[src/rtl/ps2_key_event_pkg.sv]
// Shared scan-code constants, ev_data field layout and parser state type
// for the PS/2 key-event decoder.
package ps2_key_event_pkg;

  localparam logic [7:0] KC_EXT    = 8'hE0;
  localparam logic [7:0] KC_BRK    = 8'hF0;
  localparam logic [7:0] KC_PAUSE  = 8'hE1;
  localparam logic [7:0] KC_LSHIFT = 8'h12;
  localparam logic [7:0] KC_RSHIFT = 8'h59;
  localparam logic [7:0] KC_CTRL   = 8'h14;
  localparam logic [7:0] KC_ALT    = 8'h11;
  localparam logic [7:0] KC_CAPS   = 8'h58;
  localparam logic [7:0] KC_PAUSE_KEY = 8'h77;

  localparam int unsigned EV_W     = 13;
  localparam int unsigned EV_EXT   = 8;
  localparam int unsigned EV_BRK   = 9;
  localparam int unsigned EV_REP   = 10;
  localparam int unsigned EV_SHIFT = 11;
  localparam int unsigned EV_CAPS  = 12;

  typedef enum logic [2:0] {
    ST_IDLE,
    ST_EXT,
    ST_BRK,
    ST_EXT_BRK,
    ST_PAUSE
  } parse_state_t;

  // Keyboard status/acknowledge bytes that never form part of a key event.
  function automatic logic is_drop_code(input logic [7:0] b);
    return (b == 8'h00) || (b == 8'hFF) || (b == 8'hAA) ||
           (b == 8'hFA) || (b == 8'hFE) || (b == 8'hEE);
  endfunction

endpackage

[src/rtl/ps2_event_fifo.sv]
// Generic synchronous show-ahead FIFO; head is the oldest entry, combinational
// from storage. A push into a full FIFO succeeds only alongside a real pop.
module ps2_event_fifo #(
  parameter int unsigned WIDTH = 13,
  parameter int unsigned DEPTH = 4
) (
  input  logic             clk,
  input  logic             clrn,
  input  logic             push,
  input  logic [WIDTH-1:0] push_data,
  input  logic             pop,
  output logic [WIDTH-1:0] head,
  output logic             full,
  output logic             empty
);

  localparam int unsigned AW = (DEPTH > 1) ? $clog2(DEPTH) : 1;
  localparam logic [AW:0] FULL_CNT = (AW + 1)'(DEPTH);

  logic [WIDTH-1:0] mem [DEPTH];
  logic [AW-1:0]    wr_ptr;
  logic [AW-1:0]    rd_ptr;
  logic [AW:0]      count;
  logic             do_push;
  logic             do_pop;

  assign empty   = (count == '0);
  assign full    = (count == FULL_CNT);
  assign do_pop  = pop && !empty;
  assign do_push = push && (!full || do_pop);
  assign head    = mem[rd_ptr];

  always_ff @(posedge clk or negedge clrn) begin
    if (!clrn) begin
      for (int unsigned i = 0; i < DEPTH; i++) begin
        mem[i] <= '0;
      end
      wr_ptr <= '0;
      rd_ptr <= '0;
      count  <= '0;
    end else begin
      if (do_push) begin
        mem[wr_ptr] <= push_data;
        wr_ptr      <= wr_ptr + 1'b1;
      end
      if (do_pop) begin
        rd_ptr <= rd_ptr + 1'b1;
      end
      case ({do_push, do_pop})
        2'b10:   count <= count + 1'b1;
        2'b01:   count <= count - 1'b1;
        default: count <= count;
      endcase
    end
  end

endmodule

[src/rtl/ps2_key_event.sv]
// Folds raw PS/2 Set-2 bytes into single key events with modifier snapshot,
// repeat flag and Caps Lock tracking, queued for the editor in a small FIFO.
module ps2_key_event
  import ps2_key_event_pkg::*;
#(
  parameter int unsigned FIFO_DEPTH = 4,
  parameter int unsigned REPEAT_EN  = 1
) (
  input  logic        clk,
  input  logic        clrn,
  input  logic [7:0]  kb_data,
  input  logic        kb_ready,
  output logic        nextdata_n,
  output logic        ev_valid,
  output logic [12:0] ev_data,
  input  logic        ev_pop,
  output logic        mod_shift,
  output logic        mod_ctrl,
  output logic        mod_alt,
  output logic        caps_lock,
  output logic        overflow
);

  parse_state_t state, state_nxt;
  logic [2:0]   pause_cnt, pause_cnt_nxt;
  logic         lshift, rshift;
  logic         lshift_nxt, rshift_nxt, ctrl_nxt, alt_nxt, caps_nxt;
  logic         last_valid;
  logic [8:0]   last_key;
  logic         consume;
  logic         emit, e_ext, e_brk;
  logic [7:0]   e_code;
  logic [8:0]   key;
  logic         is_rep;
  logic         push;
  logic [EV_W-1:0] ev_word;
  logic         fifo_full, fifo_empty;

  assign consume   = kb_ready && nextdata_n;
  assign mod_shift = lshift || rshift;
  assign ev_valid  = !fifo_empty;

  always_comb begin
    state_nxt     = state;
    pause_cnt_nxt = pause_cnt;
    emit          = 1'b0;
    e_ext         = 1'b0;
    e_brk         = 1'b0;
    e_code        = kb_data;
    if (consume) begin
      case (state)
        ST_IDLE: begin
          if (kb_data == KC_EXT) begin
            state_nxt = ST_EXT;
          end else if (kb_data == KC_BRK) begin
            state_nxt = ST_BRK;
          end else if (kb_data == KC_PAUSE) begin
            state_nxt     = ST_PAUSE;
            pause_cnt_nxt = 3'd7;
          end else if (!is_drop_code(kb_data)) begin
            emit = 1'b1;
          end
        end
        ST_EXT: begin
          if (kb_data == KC_BRK) begin
            state_nxt = ST_EXT_BRK;
          end else if (kb_data != KC_EXT) begin
            emit      = 1'b1;
            e_ext     = 1'b1;
            state_nxt = ST_IDLE;
          end
        end
        ST_BRK: begin
          emit      = 1'b1;
          e_brk     = 1'b1;
          state_nxt = ST_IDLE;
        end
        ST_EXT_BRK: begin
          emit      = 1'b1;
          e_ext     = 1'b1;
          e_brk     = 1'b1;
          state_nxt = ST_IDLE;
        end
        ST_PAUSE: begin
          // The 7 bytes after E1 carry no usable info; only the last one yields the make.
          pause_cnt_nxt = pause_cnt - 3'd1;
          if (pause_cnt <= 3'd1) begin
            pause_cnt_nxt = '0;
            emit          = 1'b1;
            e_ext         = 1'b1;
            e_code        = KC_PAUSE_KEY;
            state_nxt     = ST_IDLE;
          end
        end
        default: state_nxt = ST_IDLE;
      endcase
    end
  end

  always_comb begin
    key        = {e_ext, e_code};
    is_rep     = emit && !e_brk && last_valid && (last_key == key);
    lshift_nxt = lshift;
    rshift_nxt = rshift;
    ctrl_nxt   = mod_ctrl;
    alt_nxt    = mod_alt;
    caps_nxt   = caps_lock;
    if (emit) begin
      if (!e_ext && e_code == KC_LSHIFT) lshift_nxt = !e_brk;
      if (!e_ext && e_code == KC_RSHIFT) rshift_nxt = !e_brk;
      if (e_code == KC_CTRL)             ctrl_nxt   = !e_brk;
      if (e_code == KC_ALT)              alt_nxt    = !e_brk;
      if (!e_brk && !is_rep && e_code == KC_CAPS) caps_nxt = !caps_lock;
    end
    push               = emit && !(is_rep && (REPEAT_EN == 0));
    ev_word            = '0;
    ev_word[7:0]       = e_code;
    ev_word[EV_EXT]    = e_ext;
    ev_word[EV_BRK]    = e_brk;
    ev_word[EV_REP]    = is_rep;
    ev_word[EV_SHIFT]  = lshift_nxt || rshift_nxt;
    ev_word[EV_CAPS]   = caps_nxt;
  end

  always_ff @(posedge clk or negedge clrn) begin
    if (!clrn) begin
      state      <= ST_IDLE;
      pause_cnt  <= '0;
      nextdata_n <= 1'b1;
      lshift     <= 1'b0;
      rshift     <= 1'b0;
      mod_ctrl   <= 1'b0;
      mod_alt    <= 1'b0;
      caps_lock  <= 1'b0;
      last_valid <= 1'b0;
      last_key   <= '0;
      overflow   <= 1'b0;
    end else begin
      state      <= state_nxt;
      pause_cnt  <= pause_cnt_nxt;
      nextdata_n <= !consume;
      lshift     <= lshift_nxt;
      rshift     <= rshift_nxt;
      mod_ctrl   <= ctrl_nxt;
      mod_alt    <= alt_nxt;
      caps_lock  <= caps_nxt;
      if (emit) begin
        if (!e_brk) begin
          last_valid <= 1'b1;
          last_key   <= key;
        end else if (last_valid && last_key == key) begin
          last_valid <= 1'b0;
        end
      end
      if (push && fifo_full && !(ev_pop && !fifo_empty)) begin
        overflow <= 1'b1;
      end
    end
  end

  ps2_event_fifo #(
    .WIDTH (EV_W),
    .DEPTH (FIFO_DEPTH)
  ) u_fifo (
    .clk       (clk),
    .clrn      (clrn),
    .push      (push),
    .push_data (ev_word),
    .pop       (ev_pop),
    .head      (ev_data),
    .full      (fifo_full),
    .empty     (fifo_empty)
  );

endmodule

[config.mk]
export PLATFORM = sky130hd
export DESIGN_NAME = ps2_key_event
export DESIGN_NICKNAME = d
export VERILOG_FILES = /design/src/rtl/ps2_key_event_pkg.sv /design/src/rtl/ps2_event_fifo.sv /design/src/rtl/ps2_key_event.sv
export SDC_FILE = /design/constraint.sdc
export NUM_CORES = 1
export LEC_CHECK = 0
export CELL_PAD_IN_SITES_DETAIL_PLACEMENT = 1
export CELL_PAD_IN_SITES_GLOBAL_PLACEMENT = 1
export CORE_MARGIN = 8
export CORE_UTILIZATION = 42
export DETAILED_ROUTE_END_ITERATION = 10
export MAX_ROUTING_LAYER = met4
export PLACE_DENSITY_LB_ADDON = 0.1
export SKIP_CTS_REPAIR_TIMING = 1
export SYNTH_ARGS = -nofsm -noshare
export SYNTH_HDL_FRONTEND = slang
export SYNTH_SLANG_ARGS = --single-unit
[constraint.sdc]
create_clock -name clk -period 2.7 [get_ports clk]
set_clock_uncertainty 0.2 [all_clocks]
set_input_delay 0.54 -clock clk [delete_from_list [all_inputs] [get_ports clk]]
set_output_delay 0.54 -clock clk [all_outputs]
set_load 0.01 [all_outputs]
==> results.md <==
- The run finished, with violations left.
- The checks that failed: negative setup slack.
- The cell type with the highest aggregate area in the netlist is sky130_fd_sc_hd__dfrtp_1.
- Sequential cells were found to cover 49.2% of the synthesized design area.
- The post-synth net total is 398.
- The flop and latch count out of synthesis is 82.
- The non-filler instance count after layout is 617.
- The residual overflow from global routing is 0.
- The total clock sinks is 82.
- The net count reported at finish is 499.
- The most common cell in the synthesized netlist is sky130_fd_sc_hd__dfrtp_1.
- The worst endpoint data arrival time is 2.99 ns.
- The number of global-route vias before repair is 3,561.
- The max-slew headroom at the worst pin is 63.3%.
- No sink is reached through more buffers than the 2 on the longest clock path.
- The first TritonRoute pass finished after 5 iterations.
- Subtracting the final worst setup slack from the clock period gives 2.94 ns.
- For this block, the initial DRC count from the detailed router was 126.
- Pin placement for this block handled 32 I/O pins.
- The die is 116 um tall.
- A synthesized cell averages 11.0 um2.
- The number of slew-limit violations in the final report is 0.
- Of the cells placed in the final design, the portion with a size suffix greater than 1 is 35.7%.
- The maximum number of pins on one net before global-route repair is 63.
- The min-delay analysis places its worst path in the category reg -> reg.
- Yosys mapped a number of flops with a built-in enable equal to 0.
- In the post-synthesis netlist, the biggest area contributors are sky130_fd_sc_hd__dfrtp_1, sky130_fd_sc_hd__mux4_2, sky130_fd_sc_hd__mux2_1.
- After floorplanning, the core was sized to cover 9730 um2.
- The starting density of the core is 42.9%.
- In the synthesized netlist, the number of instances is 378.
- Summed over all layers, the routed wires come to 11.8 mm.
- The count of buffers added on input and output ports is 31.
- The number of nets with antenna violations after routing is 0.
- The instance count after placement with tap cells included is 591.
- The synthesized netlist occupies a cell area of 4170 um2.
- The ratio of routed vias to standard cells is 5.36.
- After synthesis, the share of flip-flops with an asynchronous set or reset is 100%.
- Across the run, the number of max-cap violations was 0.
- TritonCTS built the clock tree.
- The final critical path takes up 109% of the cycle.
- VDD sags by at most 0.509 mV.
- The cell sitting at the root of the clock tree is a sky130_fd_sc_hd__clkbuf_8.
- The detailed placer's ending HPWL is 8.48 mm.
- Setup repair after global routing could not meet its margin everywhere.
- At the worst endpoint, the required time is 2.75 ns.
- The first global-routing pass estimated 18.8 mm of wire.
- In this run the power density over the cells is 911 nW/um2.
- The insertion delay to the later sink of the worst-skew pair is 0.36 ns.
- In this run, CTS created clock tree buffers numbering 9.
- The total of fill cells in the finished design is 1,034.
- The area growth from synthesis to layout is 38.0%.
- The static power due to leakage is 2.69 nW.
- The initialized floorplan defines 36 standard-cell rows.
- For this run, design rule violations remaining after detail routing come to 0.
- After synthesis, the most frequently instantiated cells are sky130_fd_sc_hd__dfrtp_1, sky130_fd_sc_hd__nor2_1, sky130_fd_sc_hd__a21oi_1, sky130_fd_sc_hd__nand2_1, sky130_fd_sc_hd__o21ai_0.
- The average routed wire per standard cell is 19.2 um.
- For the pin with the worst max-slew slack, the measured transition is 0.544 ns.
- The startpoint type of the worst setup path is a flip-flop.
- The global router's overall resource usage is 18.9%.
- The overall die area is 13,400 um2.
- The critical path in this run is classified as reg -> reg.
- The hold violation total from the final report is 0.
- At the end of routability-driven placement, the weighted congestion stood at 0.833.
- Overall power consumption after layout is estimated at 5.25 mW.
- The number of library cell types mapped by synthesis is 59.
- The sort of element at the end of the critical path is a flip-flop.
- The minimum setup slack after placement is -0.973 ns.
- The clock edge transition at the registers on the reported setup and hold paths is 0.10 ns.
- The number of diodes added for antenna fixing is 0.
- The maximum clock frequency is 340 MHz.
- In this run the worst path has a maximum fanout of 5.
- The area share of the largest cell type after synthesis is 48.6%.
- The H-tree generated during clock tree synthesis spans 3 levels.
- The initial antenna violation count is 0.
- The worst-case setup margin in the final layout is -0.243 ns.
- At the end of the flow the core is filled with cells to 59.2%.
- The count of yosys warnings during synthesis is 0.
- The predominant post-synthesis flop cell is sky130_fd_sc_hd__dfrtp_1.
- The number of setup violations in the final report is 32.
- The die is 116 um wide.
- Summing over every cut layer, the via total after detailed routing is 3,306.
## critical path, stage by stage (launching register included)
cell	delay [ns]
sky130_fd_sc_hd__dfrtp_1	0.40
sky130_fd_sc_hd__buf_6	0.14
sky130_fd_sc_hd__or4b_4	0.54
sky130_fd_sc_hd__o21bai_4	0.17
sky130_fd_sc_hd__nand2_2	0.07
sky130_fd_sc_hd__xor2_1	0.15
sky130_fd_sc_hd__or4_4	0.45
sky130_fd_sc_hd__o41ai_4	0.28
sky130_fd_sc_hd__xnor2_2	0.14
sky130_fd_sc_hd__mux2_2	0.28
## report_power, final
group | switching [mW] | internal [mW]
Clock | 0.501 | 0.530
Combinational | 0.983 | 1.23
Sequential | 0.334 | 1.67
## layout make-up
cell class	count	area (um2)	area share, %
sequential	82	2050	35.7
multi-input combinational	255	2190	38.0
timing repair buffer	114	1060	18.4
tap	133	166	2.89
clock buffer	9	124	2.15
clock inverter	7	98.8	1.72
inverter	17	66.3	1.15
## layer usage
metal	part of all wire [%]	track usage, %
met2	51	31.6
met4	1.8	7.17
met1	45	22.8
met5	0	-
met3	1.8	2.61
## logic make-up (layout without fill, tap and decap cells)
group           count (synthesis)  count (layout)  synth area share [%]
compound gates                 75              75                  11.6
xor+xnor                       12              12                  2.52
fa+ha+maj                       8               8                  2.58
buf+inv                        41             147                  4.11
flops                          82              82                  49.2
mux                            42              42                  14.8
simple gates                  118             118                  15.1
## flip-flops by register name (all words and copies together), names as in the netlist
signal and count:
caps_lock 1, state 3, lshift 1, overflow 1
u_fifo.wr_ptr 2, rshift 1, pause_cnt 3, last_valid 1
nextdata_n 1, u_fifo.mem 52, u_fifo.count 3, mod_ctrl 1
u_fifo.rd_ptr 2, last_key 9, mod_alt 1
## stage by stage
stage / hold slack [ns] / instance area [um2] / setup TNS, ns
finish: 0.292 / 5760 / -3.74
global route: 0.308 / 5760 / -9.68
CTS: -0.134 / 5430 / -12.75
detailed placement: 0.260 / 5210 / -35.40
global placement: 0.262 / 5210 / -31.01
floorplan: 0.0444 / 4280 / -4.12
## path summary, 6_finish.rpt
| kind | start | end | slack (ns) | cells after the start |
|---|---|---|---|---|
| hold reg to reg | u_fifo.mem[16] | u_fifo.mem[16] | 0.29 | 1 |
| max in group asynchronous | clrn | u_fifo.rd_ptr[1] | 1.22 | 3 |
| setup / recovery | state[1] | u_fifo.mem[12] | -0.24 | 9 |
| min in group asynchronous | clrn | last_key[8] | 0.41 | 2 |
| hold / removal | u_fifo.mem[16] | u_fifo.mem[16] | 0.29 | 1 |
| setup reg to reg | state[1] | u_fifo.mem[12] | -0.24 | 9 |
## cell usage in the layout, fill, tap and decap left out, drive strengths merged, types with 3 or more instances in the layout
| master | instances |
|---|---|
| nor2 | 44 |
| o21bai | 4 |
| xor2 | 7 |
| nor4 | 6 |
| nor4b | 3 |
| a21oi | 26 |
| nand4b | 3 |
| and2 | 8 |
| or2 | 5 |
| nand2 | 23 |
| clkbuf | 11 |
| o21ai | 21 |
| buf | 84 |
| xnor2 | 5 |
| nand3 | 5 |
| inv | 20 |
| ha | 7 |
| a31oi | 7 |
| nor3 | 6 |
| mux4 | 13 |
| clkdlybuf4s50 | 8 |
| dlymetal6s2s | 19 |
| dfrtp | 81 |
| mux2 | 29 |
Note: power is estimated with default switching activity, not from simulation.
